[src/rtl/duty_ramp_arbiter.sv]
// duty_ramp_arbiter
// Two-channel PWM duty ramp controller. Each channel accumulates up/down step
// requests in a saturating signed pending counter. At each PWM period boundary
// (trigger == 7) one shared update slot is handed to at most one channel, using
// round-robin between them when both have pending steps. The granted channel
// moves its duty one step toward the sign of its pending count, so the new duty
// is visible from trigger == 0 onward.
//
// Ports:
//   clk              system clock, all state on rising edge
//   rst              synchronous active-high reset
//   l_up, l_dn       left channel step requests (one-cycle pulses)
//   r_up, r_dn       right channel step requests (one-cycle pulses)
//   trigger[2:0]     free-running PWM period count
//   lcontrol[2:0]    left duty level (registered)
//   rcontrol[2:0]    right duty level (registered)
//   grant_l, grant_r slot consumed by that channel in this boundary cycle
//   busy             either pending counter nonzero (registered)

module duty_ramp_arbiter #(
   parameter int unsigned PEND_W = 3
) (
   input  logic       clk,
   input  logic       rst,
   input  logic       l_up,
   input  logic       l_dn,
   input  logic       r_up,
   input  logic       r_dn,
   input  logic [2:0] trigger,
   output logic [2:0] lcontrol,
   output logic [2:0] rcontrol,
   output logic       grant_l,
   output logic       grant_r,
   output logic       busy
);

   // Next-pending math is done two bits wider so +/-1 around the limits
   // cannot overflow before clamping.
   localparam logic signed [PEND_W+1:0] L_MAX = (PEND_W+2)'(2**(PEND_W-1) - 1);
   localparam logic signed [PEND_W+1:0] L_MIN = -L_MAX;
   localparam logic signed [PEND_W+1:0] L_ONE = (PEND_W+2)'(1);

   logic signed [PEND_W-1:0] r_pend_l, r_pend_r;
   logic [2:0]               r_lcontrol, r_rcontrol;
   logic                     r_busy;
   logic                     r_last_l;  // 1: left granted last, 0: right

   logic                     w_bnd;
   logic                     w_l_nz, w_r_nz, w_l_pos, w_r_pos;
   logic                     w_gl, w_gr, w_l_lim, w_r_lim;
   logic signed [PEND_W-1:0] w_pend_l_d, w_pend_r_d;
   logic [2:0]               w_lcontrol_d, w_rcontrol_d;

   function automatic logic signed [PEND_W-1:0] f_next_pend(
      input logic signed [PEND_W-1:0] pend,
      input logic                     up,
      input logic                     dn,
      input logic                     grant,
      input logic                     at_limit
   );
      logic signed [PEND_W+1:0] v;
      v = {{2{pend[PEND_W-1]}}, pend};
      if (at_limit) begin
         v = '0;
      end else if (grant) begin
         // Granted channel always has nonzero pending: step toward zero.
         v = pend[PEND_W-1] ? v + L_ONE : v - L_ONE;
      end
      if (up && !dn) begin
         v = v + L_ONE;
      end else if (dn && !up) begin
         v = v - L_ONE;
      end
      if (v > L_MAX) begin
         v = L_MAX;
      end else if (v < L_MIN) begin
         v = L_MIN;
      end
      return v[PEND_W-1:0];
   endfunction

   always_comb begin
      w_bnd   = (trigger == 3'd7) && !rst;
      w_l_nz  = (r_pend_l != '0);
      w_r_nz  = (r_pend_r != '0);
      w_l_pos = w_l_nz && !r_pend_l[PEND_W-1];
      w_r_pos = w_r_nz && !r_pend_r[PEND_W-1];

      // On a tie the channel not granted last wins.
      w_gl = w_bnd && w_l_nz && (!w_r_nz || !r_last_l);
      w_gr = w_bnd && w_r_nz && (!w_l_nz || r_last_l);

      w_l_lim = w_gl && ((w_l_pos && r_lcontrol == 3'd7) || (!w_l_pos && r_lcontrol == 3'd0));
      w_r_lim = w_gr && ((w_r_pos && r_rcontrol == 3'd7) || (!w_r_pos && r_rcontrol == 3'd0));

      w_lcontrol_d = r_lcontrol;
      if (w_gl && !w_l_lim) begin
         w_lcontrol_d = w_l_pos ? r_lcontrol + 3'd1 : r_lcontrol - 3'd1;
      end
      w_rcontrol_d = r_rcontrol;
      if (w_gr && !w_r_lim) begin
         w_rcontrol_d = w_r_pos ? r_rcontrol + 3'd1 : r_rcontrol - 3'd1;
      end

      w_pend_l_d = f_next_pend(r_pend_l, l_up, l_dn, w_gl, w_l_lim);
      w_pend_r_d = f_next_pend(r_pend_r, r_up, r_dn, w_gr, w_r_lim);
   end

   always_ff @(posedge clk) begin
      if (rst) begin
         r_pend_l   <= '0;
         r_pend_r   <= '0;
         r_lcontrol <= 3'd0;
         r_rcontrol <= 3'd0;
         r_busy     <= 1'b0;
         r_last_l   <= 1'b0;
      end else begin
         r_pend_l   <= w_pend_l_d;
         r_pend_r   <= w_pend_r_d;
         r_lcontrol <= w_lcontrol_d;
         r_rcontrol <= w_rcontrol_d;
         r_busy     <= (w_pend_l_d != '0) || (w_pend_r_d != '0);
         if (w_gl) begin
            r_last_l <= 1'b1;
         end else if (w_gr) begin
            r_last_l <= 1'b0;
         end
      end
   end

   assign lcontrol = r_lcontrol;
   assign rcontrol = r_rcontrol;
   assign busy     = r_busy;
   assign grant_l  = w_gl;
   assign grant_r  = w_gr;

endmodule

[config.mk]
export PLATFORM = sky130hd
export DESIGN_NAME = duty_ramp_arbiter
export DESIGN_NICKNAME = d
export VERILOG_FILES = /design/src/rtl/duty_ramp_arbiter.sv
export SDC_FILE = /design/constraint.sdc
export NUM_CORES = 1
export LEC_CHECK = 0
export CAP_MARGIN = 10
export CORE_MARGIN = 1.5
export CORE_UTILIZATION = 53
export DETAILED_ROUTE_END_ITERATION = 10
export PLACE_DENSITY_LB_ADDON = 0.15
export SLEW_MARGIN = 20
export SYNTH_ARGS = -nofsm -noshare
export SYNTH_HDL_FRONTEND = slang
export SYNTH_SLANG_ARGS = --single-unit
[constraint.sdc]
create_clock -name clk -period 3.3 [get_ports clk]
set_input_delay 0.825 -clock clk [delete_from_list [all_inputs] [get_ports clk]]
set_output_delay 0.825 -clock clk [all_outputs]
set_load 0.02 [all_outputs]
==> metrics.cfg <==
[run_status]
outcome=finished, final reports clean

[final_layout]
syn_to_final_growth_pct=34.2
num-nets-final=262
layout_commonest_cell=buf_4
utilization_pct=73.3
n_fill_cell=227
drive_above_1_share_pct=32.1
diodes=0
most-common-layout-cells=buf_4 (35), nor2_1 (17), inv_1 (16)

[synthesis]
yosys.area.top_type=dfxtp_1
async_flop_share_pct=0
synthAdderAreaFrac_pct=11.0
synth_xor_xnor_area_share_pct=3.74
synth_area_per_cell_um2=8.77
netlist_instances=187
synthSimpleGateAreaFrac_pct=24.0
yosys-top-cells-area=dfxtp_1 (17%), ha_1 (6.1%), fa_1 (4.9%), nor2_1 (3.9%), inv_1 (3.7%)
syn_area_um2=1640
yosys.area.top_type_share_pct=17.1
synth_top_family_by_area=compound AO/OA/AOI/OAI gates
synth_compound_gate_area_share_pct=35.4
synth-seq-cells=14
synthMuxAreaShare_pct=2.75
synth_nets=208
synth-edff-count=0
synth-main-ff-cell=dfxtp_1
yosysSeqAreaShare_pct=17.1
synth_cell_types=74
ys.warnings.count=0

[setup_path]
worst-setup-path-type=input port to flop
end_kind=flop
worstPathMaxFanout=4
critical_path_required_ps=3450
worstPathArrival_ps=3140
rr_worst_depth=12
critPathLaunchType=input port

[sta]
min_period_ps=2990
final.setup.worst_slack_ps=310
period_share_pct=90.6
skew_ps=1.15
hold_violations=0
tightest_slew_ps=669
finalSetupViolations=0
slew-limit-headroom_pct=55.2
fmax_ghz=0.334
finalMaxSlewViolations=0
grt_setup_unrepaired=no

[placed_design]
dp_hpwl_um=3240
port_buffers=17
gp_congestion=0.927
pre_cts_slack_ps=-350

[global_routing]
grtUsageTotal_pct=25.0
overflow=0
antenna_found_initial=0
grt_pass1_wl_um=6770
grt_pass1_vias=1560
grt_max_degree=16

[drt]
drt-total-wl_um=4310
vias=1706
drt-vias-per-instance=6.25
dr.pass1.iters=4
wl_per_cell_um=15.8
drt_iter0_markers=83
post-route-drc-count=0
drtAntennaViolNets=0

[clocking]
h-tree-depth=1
clkTransAtPathRegs_ps=80
cts_tree=yes
root_buffer=clkbuf_4
cts_buffer_depth=2
cts_buffers=3
clock_latency_ps=270
cts.sinks=14

[pwr]
ir_drop_v=0.000180
power_density_nw_per_um2=370
p_int_uw=480
power_leakage_nw=0.926
pwr-share-seq_pct=24.9
pwr-share-clk_pct=14.7
p_comb_share_pct=60.4
power_uw=815
p_switching_uw=335
p_sw_share_pct=41.1

[floorplan]
die-area_um2=3440
fp.dieH_um=58.6
initial_core_util_pct=54.6
core_area_um2=3000
die_w_um=58.6
num_rows=20
ios=18

[hold_path]
hold_depth=2
hold_class=flop to flop

[run]
max-cap-violations=0

## stage by stage
| stage | hold WS (ps) | area, µm² | instances | setup TNS (ps) |
|---|---|---|---|---|
| global placement | 499 | 2030 | 259 | -1570 |
| CTS | 524 | 2080 | 263 | -3.37 |
| detailed placement | 512 | 2030 | 259 | -1760 |
| floorplan | 577 | 1640 | 187 | 0 |
| global route | 551 | 2200 | 273 | 0 |
| finish | 520 | 2200 | 273 | 0 |
## routing by layer
| metal | part of all wire (%) | GRT usage [%] | vias to the layer above |
|---|---|---|---|
| met5 | 0 | 0 | - |
| met4 | 2.0 | 8.12 | 0 |
| met1 | 42 | 30.4 | 841 |
| li1 | - | - | 818 |
| met3 | 2.0 | 1.98 | 8 |
| met2 | 54 | 46.4 | 39 |
## sequential cells by signal (all words and copies together) (netlist names)
| name | cells |
|---|---|
| lcontrol | 3 |
| r_pend_l | 3 |
| r_pend_r | 3 |
| rcontrol | 3 |
| busy | 1 |
| r_last_l | 1 |
## timing repair
action	in CTS	in global routing
endpoints found under the setup margin	5	5
pin swaps	2	4
hold buffers	0	0
setup buffers	0	10
gates resized for setup	7	14
## cell usage after synthesis (3+ instances only)
cell / n
nand3_1: 5
fa_1: 4
and2_1: 3
nor2_1: 17
nand2b_1: 5
a21oi_1: 9
inv_1: 16
nand2_1: 4
dfxtp_1: 14
o21ai_1: 4
nor4_1: 3
nor2b_1: 3
nor3_1: 3
or3_1: 5
o21ai_0: 5
ha_1: 8
xnor2_1: 5
## power groups by stage
| stage | clock, mW | sequential, mW | combinational [mW] |
|---|---|---|---|
| after floorplan | 0 | 0.208 | 0.311 |
| after global routing | 0.131 | 0.205 | 0.536 |
| after global placement | 0 | 0.205 | 0.442 |
| final | 0.120 | 0.203 | 0.492 |
| after detailed placement | 0 | 0.206 | 0.453 |
| after CTS | 0.121 | 0.202 | 0.460 |
## final cells by class
class	instances	area [µm²]	share of cell area (%)
Clock buffer	4	36.3	1.65
Inverter	19	73.8	3.35
Multi-Input combinational cell	149	1310	59.4
Sequential cell	14	280	12.7
Tap cell	33	41.3	1.88
Timing Repair Buffer	54	463	21.0
## worst paths after layout
kind	slack [ps]	end	startpoint
setup / recovery	310	r_pend_r[0]	rst
hold / removal	520	lcontrol[2]	lcontrol[2]
setup reg to reg	330	r_pend_l[0]	r_pend_l[0]
hold reg to reg	520	lcontrol[2]	lcontrol[2]
## kinds of logic (layout without fill, tap and decap cells)
kind of cell | Yosys count | in the layout
and+or+nand+nor | 65 | 65
AOI/OAI and AO/OA | 61 | 61
buffers and inverters | 24 | 77
DFF | 14 | 14
adders and majority gates | 12 | 12
xor gates and xnor gates | 7 | 7
muxes | 4 | 4
## critical path, stage by stage
cell and delay (ps):
dlymetal6s2s_1 150, and4b_2 340, o211ai_2 150, o32a_4 350, ha_1 190, inv_1 60, ha_1 250, o31ai_1 260
o21ai_1 140, a2111oi_2 350, a311oi_1 90
(Power assumes the default switching activity.)
